===== config.mk =====
export PLATFORM = sky130hd
export DESIGN_NAME = i2c_reg_master
export DESIGN_NICKNAME = d
export VERILOG_FILES = /design/src/rtl/i2c_reg_master.sv
export SDC_FILE = /design/constraint.sdc
export NUM_CORES = 1
export LEC_CHECK = 0
export BUFFER_PORTS_ARGS = -buffer_cell sky130_fd_sc_hd__buf_2
export CORE_AREA = 2 2 89 91
export CTS_CLUSTER_DIAMETER = 40
export DETAILED_ROUTE_END_ITERATION = 12
export DIE_AREA = 0 0 91 93
export PLACE_DENSITY = 0.75
export SLEW_MARGIN = 20
export SYNTH_ARGS = -nofsm -noshare
export SYNTH_HDL_FRONTEND = slang
export SYNTH_SLANG_ARGS = --single-unit

===== constraint.sdc =====
create_clock -name clk -period 2.99 [get_ports clk]
set_input_delay 0.1495 -clock clk [delete_from_list [all_inputs] [get_ports clk]]
set_output_delay 0.1495 -clock clk [all_outputs]
set_load 0.01 [all_outputs]

===== src/rtl/i2c_reg_master.sv =====
// ---------------------------------------------------------------------------
// i2c_reg_master
// Single-master I2C controller for register-style transfers:
//   write: START, dev+W, reg address bytes, data bytes, STOP
//   read : START, dev+W, reg address bytes, RESTART, dev+R, data bytes, STOP
// Every bit time is four quarters of CLK_DIV clocks each. SCL is released
// in q2..q3, SDA changes at the q0 boundary and is sampled at the q2->q3
// boundary. A slave holding SCL low while it is released freezes the
// quarter counter (clock stretching).
//
// Ports
//   clk, rst           clock, synchronous active-high reset
//   start_i            one-cycle request, only accepted in IDLE
//   rnw_i              1 = read, 0 = write (sampled with start_i)
//   dev_addr_i         7-bit device address (sampled with start_i)
//   reg_addr_i         register address, MSB byte first (sampled with start_i)
//   wdata_i            write data, MSB byte first (sampled with start_i)
//   rdata_o            read data, first byte received in the MSB position
//   busy_o, done_o     transaction in progress / one-cycle end pulse
//   nack_o             last transaction was aborted by a slave NACK
//   scl_i, sda_i       synchronised pad inputs
//   scl_oe_o, sda_oe_o open-drain controls, 1 = pull the line low
//   state_o            current FSM state, for debug and checkers
//
// Handshake: start_i is a request without a ready; it is taken only when
// busy_o is low, and a request while busy_o is high is dropped.
// ---------------------------------------------------------------------------
module i2c_reg_master #(
    parameter int CLK_DIV    = 4,
    parameter int ADDR_BYTES = 1,
    parameter int DATA_BYTES = 1
) (
    input  logic                    clk,
    input  logic                    rst,
    input  logic                    start_i,
    input  logic                    rnw_i,
    input  logic [6:0]              dev_addr_i,
    input  logic [8*ADDR_BYTES-1:0] reg_addr_i,
    input  logic [8*DATA_BYTES-1:0] wdata_i,
    output logic [8*DATA_BYTES-1:0] rdata_o,
    output logic                    busy_o,
    output logic                    done_o,
    output logic                    nack_o,
    input  logic                    scl_i,
    input  logic                    sda_i,
    output logic                    scl_oe_o,
    output logic                    sda_oe_o,
    output logic [3:0]              state_o
);
    localparam int AW = 8 * ADDR_BYTES;
    localparam int DW = 8 * DATA_BYTES;
    localparam logic [9:0] DIV_LAST = 10'(CLK_DIV - 1);
    localparam logic [1:0] AB_LAST  = 2'(ADDR_BYTES - 1);
    localparam logic [1:0] DB_LAST  = 2'(DATA_BYTES - 1);

    typedef enum logic [3:0] {
        S_IDLE, S_START, S_ADDRESS, S_REGADDRESS, S_WRITE,
        S_RESTART, S_READ, S_ACK, S_MACK, S_STOP
    } state_t;

    state_t          state_q, state_d, phase_q, phase_d;
    logic            rd_phase_q, rd_phase_d;   // second address (dev+R) of a read
    logic [1:0]      qtr_q, qtr_d;
    logic [9:0]      div_q, div_d;
    logic [2:0]      bit_q, bit_d;
    logic [1:0]      byte_q, byte_d;
    logic [7:0]      sh_q, sh_d;
    logic            rnw_q, rnw_d;
    logic [6:0]      dev_q, dev_d;
    logic [AW-1:0]   reg_q, reg_d;
    logic [DW-1:0]   wdat_q, wdat_d, rbuf_q, rbuf_d, rdata_q, rdata_d;
    logic            busy_q, busy_d, done_q, done_d, nack_q, nack_d;
    logic            scl_oe_q, scl_oe_d, sda_oe_q, sda_oe_d;
    logic            stall, tick, samp, bit_end;

    // SCL released by us but still seen low: a slave is stretching.
    assign stall   = (state_q != S_IDLE) && !scl_oe_q && !scl_i;
    assign tick    = !stall && (div_q == DIV_LAST);
    assign samp    = tick && (qtr_q == 2'd2);
    assign bit_end = tick && (qtr_q == 2'd3);

    always_comb begin
        state_d    = state_q;
        phase_d    = phase_q;
        rd_phase_d = rd_phase_q;
        qtr_d      = qtr_q;
        div_d      = div_q;
        bit_d      = bit_q;
        byte_d     = byte_q;
        sh_d       = sh_q;
        rnw_d      = rnw_q;
        dev_d      = dev_q;
        reg_d      = reg_q;
        wdat_d     = wdat_q;
        rbuf_d     = rbuf_q;
        rdata_d    = rdata_q;
        busy_d     = busy_q;
        done_d     = 1'b0;
        nack_d     = nack_q;

        if (state_q != S_IDLE && !stall) begin
            div_d = tick ? 10'd0 : div_q + 10'd1;
            if (tick) qtr_d = qtr_q + 2'd1;
        end

        case (state_q)
            S_IDLE: if (start_i) begin
                state_d    = S_START;
                busy_d     = 1'b1;
                nack_d     = 1'b0;
                rnw_d      = rnw_i;
                dev_d      = dev_addr_i;
                reg_d      = reg_addr_i;
                wdat_d     = wdata_i;
                rd_phase_d = 1'b0;
                div_d      = 10'd0;
                qtr_d      = 2'd0;
                bit_d      = 3'd0;
                byte_d     = 2'd0;
            end
            S_START: if (bit_end) begin
                state_d = S_ADDRESS;
                sh_d    = {dev_q, rd_phase_q};
            end
            S_ADDRESS, S_REGADDRESS, S_WRITE: if (bit_end) begin
                sh_d  = {sh_q[6:0], 1'b0};
                bit_d = bit_q + 3'd1;
                if (bit_q == 3'd7) begin
                    state_d = S_ACK;
                    phase_d = state_q;
                end
            end
            S_ACK: begin
                if (samp && sda_i) nack_d = 1'b1;
                if (bit_end) begin
                    if (nack_q) begin
                        state_d = S_STOP;
                    end else begin
                        case (phase_q)
                            S_ADDRESS: begin
                                byte_d = 2'd0;
                                if (rd_phase_q) begin
                                    state_d = S_READ;
                                end else begin
                                    state_d = S_REGADDRESS;
                                    sh_d    = reg_q[AW-1 -: 8];
                                    reg_d   = reg_q << 8;
                                end
                            end
                            S_REGADDRESS: begin
                                if (byte_q != AB_LAST) begin
                                    state_d = S_REGADDRESS;
                                    byte_d  = byte_q + 2'd1;
                                    sh_d    = reg_q[AW-1 -: 8];
                                    reg_d   = reg_q << 8;
                                end else if (rnw_q) begin
                                    state_d = S_RESTART;
                                end else begin
                                    state_d = S_WRITE;
                                    byte_d  = 2'd0;
                                    sh_d    = wdat_q[DW-1 -: 8];
                                    wdat_d  = wdat_q << 8;
                                end
                            end
                            default: begin  // acknowledge of a data byte
                                if (byte_q == DB_LAST) begin
                                    state_d = S_STOP;
                                end else begin
                                    state_d = S_WRITE;
                                    byte_d  = byte_q + 2'd1;
                                    sh_d    = wdat_q[DW-1 -: 8];
                                    wdat_d  = wdat_q << 8;
                                end
                            end
                        endcase
                    end
                end
            end
            // The repeated START condition is built into this bit time,
            // so the device address follows directly.
            S_RESTART: if (bit_end) begin
                state_d    = S_ADDRESS;
                rd_phase_d = 1'b1;
                sh_d       = {dev_q, 1'b1};
            end
            S_READ: begin
                if (samp) rbuf_d = {rbuf_q[DW-2:0], sda_i};
                if (bit_end) begin
                    bit_d = bit_q + 3'd1;
                    if (bit_q == 3'd7) state_d = S_MACK;
                end
            end
            S_MACK: if (bit_end) begin
                if (byte_q == DB_LAST) begin
                    state_d = S_STOP;
                end else begin
                    state_d = S_READ;
                    byte_d  = byte_q + 2'd1;
                end
            end
            S_STOP: if (bit_end) begin
                state_d = S_IDLE;
                busy_d  = 1'b0;
                done_d  = 1'b1;
                if (rnw_q && !nack_q) rdata_d = rbuf_q;
            end
            default: state_d = S_IDLE;
        endcase
    end

    // Line drive as a function of state and quarter; registered, so both
    // lines move together one clock after the quarter changes.
    always_comb begin
        scl_oe_d = 1'b0;
        sda_oe_d = 1'b0;
        case (state_q)
            S_START: begin
                scl_oe_d = (qtr_q == 2'd3);
                sda_oe_d = qtr_q[1];
            end
            S_ADDRESS, S_REGADDRESS, S_WRITE: begin
                scl_oe_d = !qtr_q[1];
                sda_oe_d = !sh_q[7];
            end
            S_ACK, S_READ: scl_oe_d = !qtr_q[1];
            S_MACK: begin
                scl_oe_d = !qtr_q[1];
                sda_oe_d = (byte_q != DB_LAST);  // NACK only the last byte
            end
            S_RESTART: begin
                scl_oe_d = (qtr_q == 2'd0) || (qtr_q == 2'd3);
                sda_oe_d = qtr_q[1];
            end
            S_STOP: begin
                scl_oe_d = (qtr_q == 2'd0);
                sda_oe_d = (qtr_q != 2'd3);
            end
            default: ;
        endcase
    end

    always_ff @(posedge clk) begin
        if (rst) begin
            state_q    <= S_IDLE;
            phase_q    <= S_IDLE;
            rd_phase_q <= 1'b0;
            qtr_q      <= 2'd0;
            div_q      <= 10'd0;
            bit_q      <= 3'd0;
            byte_q     <= 2'd0;
            sh_q       <= 8'd0;
            rnw_q      <= 1'b0;
            dev_q      <= 7'd0;
            reg_q      <= '0;
            wdat_q     <= '0;
            rbuf_q     <= '0;
            rdata_q    <= '0;
            busy_q     <= 1'b0;
            done_q     <= 1'b0;
            nack_q     <= 1'b0;
            scl_oe_q   <= 1'b0;
            sda_oe_q   <= 1'b0;
        end else begin
            state_q    <= state_d;
            phase_q    <= phase_d;
            rd_phase_q <= rd_phase_d;
            qtr_q      <= qtr_d;
            div_q      <= div_d;
            bit_q      <= bit_d;
            byte_q     <= byte_d;
            sh_q       <= sh_d;
            rnw_q      <= rnw_d;
            dev_q      <= dev_d;
            reg_q      <= reg_d;
            wdat_q     <= wdat_d;
            rbuf_q     <= rbuf_d;
            rdata_q    <= rdata_d;
            busy_q     <= busy_d;
            done_q     <= done_d;
            nack_q     <= nack_d;
            scl_oe_q   <= scl_oe_d;
            sda_oe_q   <= sda_oe_d;
        end
    end

    assign rdata_o  = rdata_q;
    assign busy_o   = busy_q;
    assign done_o   = done_q;
    assign nack_o   = nack_q;
    assign scl_oe_o = scl_oe_q;
    assign sda_oe_o = sda_oe_q;
    assign state_o  = state_q;
endmodule


After elaboration in Yosys (flattened, before gate mapping)
Cells that the tools add are included.
Operators by class
  bitwise operators: 1
  reduce and logical (&&, ||, !) cells: 44
  add/subtract/negate cells: 4
  multiplexer cells: 74
  eq/ne operators: 39
Operator list (count)
  $mux 8: 20
  $pmux 8 s2: 5
  $mux 4: 12
  $mux 10: 4
  $pmux 8 s4: 1
  $ne 2x2->1 const B: 14
  $pmux 4 s7: 1
  $mux 2: 11
  $reduce_and 3->1: 6
  $reduce_and 9->1: 2
  $eq 4x2->1 const B: 4
  $eq 4x3->1 const B: 4
  $mux 3: 4
  $ne 3x3->1 const B: 4
  $add 10x1->10 const B: 1
  $eq 10x2->1 const B: 1
  $reduce_bool 2->1: 5
  $eq 4x4->1 const B: 2
  $logic_and 1x1->1: 8
  $pmux 1 s4: 2
  $pmux 4 s2: 1
  $reduce_and 8->1: 1
  $reduce_bool 4->1: 2
  $mux 1: 7
  other kinds (27): 40
Word-level totals
  output and inout bits: 17
  flip-flop bits (word level): 79

Logic depth before layout (Yosys ltp)
  depth in word-level cells: 9
  mapped depth: 8
  depth with buffers taken out: 7

Worst setup path before layout
Ideal clock, no wire load.
  path type: reg-to-reg
  start: register qtr_q[1]
  end: register sh_q[1]
  stages on the path, launching flop included: 9
  arrival: 2.343 ns
  required time: 2.868 ns
  setup slack: 0.525 ns
  clock period less this slack: 2.465 ns
  path buffers: 2
  cells stage by stage: dfxtp_1 -> ha_1 -> nor4bb_1 -> o2111a_2 -> buf_6 -> a21oi_4 -> or4_4 -> buf_6 -> o311a_1
On the way
  word-level cells in the longest chain between the ends: 4
  elaborated cells on any way between the ends: 7
RTL lines
  start, declared: line 63  | logic [1:0] qtr_q, qtr_d;
  start signal, assigned: line 267  | qtr_q <= qtr_d;
  $eq 2x2->1 (*): line 80  | assign bit_end = tick && (qtr_q == 2'd3);
  $logic_and 1x1->1 (*): line 80
  $ne 2x2->1 (no source line)
  $reduce_and 9->1 (no source line) (*)
  end signal, assigned: line 251  | sh_q <= 8'd0;
  end signal, assigned: line 271  | sh_q <= sh_d;
  end, declared: line 67  | logic [7:0] sh_q, sh_d;
Mark *: on every way between the ends. The rest lies on a longest branch, timed or not.
A chain may end at the register's enable or synchronous reset.

Final worst setup path
  start: register div_q[0]
  end: register sh_q[5]
On the way
  word-level cells in the longest chain between the ends: 5
  elaborated cells on any way between the ends: 8
RTL lines
  start, declared: line 64  | logic [9:0] div_q, div_d;
  start signal, assigned: line 268  | div_q <= div_d;
  $eq 10x2->1 (*): line 78  | assign tick = !stall && (div_q == DIV_LAST);
  $logic_and 1x1->1 (*): line 78
  $logic_and 1x1->1 (*): line 80
  $ne 2x2->1 (no source line)
  $reduce_and 9->1 (no source line) (*)
Marks and branches as above.

==> run_results.csv <==
group,metric,value,unit
run_status,run_status,"finished clean",
synthesis,synth_seq_area_share,39.0,%
power_and_ir_drop,p_per_area,725,nW/µm²
worst_hold_path,worst_hold_path_type,"in -> reg",
layout,n_fill_cell,710,
sta,timing_max_transition_violations_final,0,
placed_design,port-buffer-count,45,
placed_design,dpl-instance-area,4380,µm²
global_route,grt_pass1_vias,3490,
setup_path,capturing_instance_or_port_of_the_critical_path,"sh_q[5]",
drt,avgViaCountPerCell,5.81,
floorplanning,fp.dieW,91,µm
setup_path,cells_along_the_critical_path,"ha_1, nor4bb_1, o2111a_2, a21oi_4, or4_4, o311a_1",
placed_design,dp_hpwl,6990,µm
cts,numCtsBuffers,9,
sta,worst-slew-pin-transition,0.760,ns
setup_path,rr_endpoint,"sh_q[5]",
setup_path,critPathLaunchType,"register",
setup_path,worst_setup_path_end_kind,"register",
placed_design,gpl_congestion,0.896,
setup_path,cp_data_required_time,3.25,ns
sta,final_hold_viol_count,0,
setup_path,critPathSlowestCell,"sky130_fd_sc_hd__or4_4",
setup_path,setup_crit_start,"div_q[0]",
drt,wire_per_inst,15.4,µm
drt,antenna_violating_nets_post_route,0,
synthesis,netlist_instances,496,
cts,ctsHtreeMaxLevel,3,
synthesis,postSynth.topFlopCell,"sky130_fd_sc_hd__dfxtp_1",
layout,final_layout_size_suffix_gt1_share,16.1,%
floorplanning,placementRows,32,
layout,syn_to_final_growth,12.9,%
cts,cts-root-to-sink-buffers,2,
synthesis,postSynth.asyncResetShare,0,%
cts,postCtsResizedCells,0,
setup_path,worst_r2r_path_depth,6,
floorplanning,floorplan.core_area,7530,µm²
synthesis,synth_fp_nets,534,
cts,root_buffer,"sky130_fd_sc_hd__clkbuf_8",
setup_path,path_max_fanout,11,
layout,antenna_cells,0,
setup_path,worstPathBufferInverterCount,0,
power_and_ir_drop,finalPower,3.32,mW
drt,detail_route.drc_violations,0,
sta,slew-limit-headroom,49.2,%
synthesis,synthDominantAreaCellType,"sky130_fd_sc_hd__dfxtp_1",
drt,detailroute.via_count,3727,
sta,skew,0.0128,ns
cts,worstSkewPairLatency,0.37,ns
power_and_ir_drop,max-vdd-ir-drop,0.000416,V
synthesis,syn_area_per_cell,8.17,µm²
sta,final.setup.tns,0,ns
sta,max_clock_freq,0.382,GHz
run,max_cap_viol_count,0,
drt,first_pass_iters,5,
floorplanning,die_area,8460,µm²
floorplanning,top_level_ports,46,
sta,final.min_clock_period,2.62,ns
synthesis,flip_flop_and_latch_count_after_synthesis,79,
drt,drt_wl_total,9890,µm
setup_path,max_stage_delay,0.60,ns
synthesis,netlist_area,4050,µm²
sta,setup_viol,0,
floorplanning,initial_utilization,53.8,%
setup_path,worst-endpoint-arrival,2.88,ns
synthesis,synth.top_cells.by_area,"sky130_fd_sc_hd__dfxtp_1, sky130_fd_sc_hd__mux2i_1, sky130_fd_sc_hd__o21ai_0",
setup_path,worst-path-stages,6,
global_route,grt_overflow,0,
cts,cts-hold-fix-buffers,0,
synthesis,synth.yosys.warnings,0,
layout,postLayoutCellArea,4580,µm²
cts,cts_tree,"done",
floorplanning,die_height,93,µm
global_route,grt_antenna_before_repair,0,
worst_hold_path,timing.hold.worst.start,"reg_addr_i[0]",
cts,cts_num_sinks,79,
global_route,grt_start_max_net_pins,44,
setup_path,timing.rr.start,"div_q[0]",
sta,grt_setup_unrepaired,"false",
synthesis,distinct_cell_type_count_after_synthesis,60,
global_route,track_usage,24.1,%
sta,layout_worst_path_cycle_share,87.7,%
layout,nets,573,
setup_path,worst-r2r-setup-slack,0.37,ns
synthesis,synth_enable_flop_cells,0,
setup_path,critical_path_class,"reg -> reg",
cts,cts.repair_timing.setup_buffer_count,0,
power_and_ir_drop,cellLeakagePower,1.71,nW
cts,cts_clock_pin_slew_for_the_worst_setup_and_hold_paths,0.09,ns
global_route,grt_first_pass_wirelength,16600,µm
setup_path,top_family_by_delay_on_critical_path,"simple AND/OR/NAND/NOR gates",
synthesis,post_synth_top_area_share,39.0,%
drt,dr.first_iter.drc_count,325,
==> stage by stage <==
stage / instances / setup slack [ns] / util [%] / hold WS (ns)
detailed placement: 626 / 0.394 / 58.1 / 0.398
global placement: 626 / 0.485 / 58.1 / 0.390
CTS: 642 / 0.385 / 60.8 / 0.00159
finish: 642 / 0.369 / 60.8 / 0.00673
floorplan: 496 / 0.525 / - / 0.285
global route: 642 / 0.214 / 60.8 / 0.00814
==> layer usage <==
layer	part of all wire [%]	vias to the layer above	GRT usage [%]
met2	48	131	39.8
li1	-	1854	-
met3	5.6	15	5.16
met4	1.4	0	8.59
met5	0	-	0
met1	45	1727	31.4
==> area by class of cell <==
class	count	area (µm²)	area share [%]
Sequential cell	79	1580	34.6
Inverter	17	63.8	1.39
Multi-Input combinational cell	367	2260	49.4
Timing Repair Buffer	61	345	7.55
Clock buffer	9	124	2.71
Clock inverter	7	75.1	1.64
Tap cell	102	128	2.79
==> cell usage after synthesis (2+ instances only) <==
cell type and n:
sky130_fd_sc_hd__a21oi_1 47, sky130_fd_sc_hd__nor4_4 2, sky130_fd_sc_hd__o221ai_1 2, sky130_fd_sc_hd__or3_1 2, sky130_fd_sc_hd__nand2_1 61, sky130_fd_sc_hd__nand3_1 15
sky130_fd_sc_hd__and3_1 5, sky130_fd_sc_hd__o211ai_1 2, sky130_fd_sc_hd__nand2b_1 5, sky130_fd_sc_hd__and2_1 5, sky130_fd_sc_hd__nor3b_1 4, sky130_fd_sc_hd__nor2b_1 2
sky130_fd_sc_hd__o41ai_1 9, sky130_fd_sc_hd__inv_1 15, sky130_fd_sc_hd__nor3_1 5, sky130_fd_sc_hd__xnor2_1 3, sky130_fd_sc_hd__nand4_1 4, sky130_fd_sc_hd__xor2_1 7
sky130_fd_sc_hd__buf_6 3, sky130_fd_sc_hd__a22oi_1 3, sky130_fd_sc_hd__and4_1 4, sky130_fd_sc_hd__a31oi_1 4, sky130_fd_sc_hd__mux2i_1 27, sky130_fd_sc_hd__ha_1 9
sky130_fd_sc_hd__o311a_1 8, sky130_fd_sc_hd__dfxtp_1 79, sky130_fd_sc_hd__clkbuf_1 28, sky130_fd_sc_hd__a221o_1 4, sky130_fd_sc_hd__a32oi_1 3, sky130_fd_sc_hd__nor2_1 49
sky130_fd_sc_hd__a221oi_1 2, sky130_fd_sc_hd__o21ai_0 49, sky130_fd_sc_hd__nor4_1 2
==> logic make-up (layout without fill, tap and decap cells) <==
family	Yosys count	count (layout)	synth area share, %
buffers and inverters	50	94	5.22
AO/OA/AOI/OAI	143	143	22.1
XOR/XNOR	10	10	2.16
adder cells (fa/ha/maj)	9	9	2.78
flip-flops	79	79	39.0
AND/OR/NAND/NOR	177	177	21.7
multiplexers	28	28	6.95
==> report_power, final <==
part,switching (mW),internal (mW)
sequential,0.111,1.17
combinational,0.794,0.454
clock,0.462,0.330
==> worst min path at each step <==
| stage | endpoint | cells past startpoint |
|---|---|---|
| floorplan | dev_q[4] | 2 |
| global placement | reg_q[2] | 3 |
| detailed placement | reg_q[7] | 3 |
| CTS | dev_q[6] | 3 |
| global route | wdat_q[6] | 3 |
| finish | reg_q[0] | 3 |
==> sequential cells by signal, summed over array words and instances, names as in the netlist, 2 cells and up <==
| name | flops |
|---|---|
| bit_q | 3 |
| byte_q | 2 |
| dev_q | 7 |
| div_q | 10 |
| phase_q | 4 |
| qtr_q | 2 |
| rbuf_q | 8 |
| rdata_o | 8 |
| reg_q | 8 |
| sh_q | 8 |
| state_o | 4 |
| wdat_q | 8 |
==> placed cells by master (no fill, tap or decap), types with 7 or more instances in the layout <==
| cell | Yosys | layout |
|---|---|---|
| sky130_fd_sc_hd__a21oi_1 | 47 | 47 |
| sky130_fd_sc_hd__buf_2 | 1 | 45 |
| sky130_fd_sc_hd__buf_4 | 0 | 16 |
| sky130_fd_sc_hd__clkbuf_8 | 0 | 9 |
| sky130_fd_sc_hd__dfxtp_1 | 79 | 79 |
| sky130_fd_sc_hd__ha_1 | 9 | 9 |
| sky130_fd_sc_hd__inv_1 | 15 | 15 |
| sky130_fd_sc_hd__mux2i_1 | 27 | 27 |
| sky130_fd_sc_hd__nand2_1 | 61 | 61 |
| sky130_fd_sc_hd__nand3_1 | 15 | 15 |
| sky130_fd_sc_hd__nor2_1 | 49 | 49 |
| sky130_fd_sc_hd__o21ai_0 | 49 | 49 |
| sky130_fd_sc_hd__o311a_1 | 8 | 8 |
| sky130_fd_sc_hd__o41ai_1 | 9 | 9 |
| sky130_fd_sc_hd__xor2_1 | 7 | 7 |
==> worst register-to-register path: stages (launching register included) <==
cell	delay (ns)
sky130_fd_sc_hd__dfxtp_1	0.39
sky130_fd_sc_hd__ha_1	0.30
sky130_fd_sc_hd__nor4bb_1	0.32
sky130_fd_sc_hd__o2111a_2	0.42
sky130_fd_sc_hd__a21oi_4	0.09
sky130_fd_sc_hd__or4_4	0.60
sky130_fd_sc_hd__o311a_1	0.38
Power figures use the tool's default switching activity.
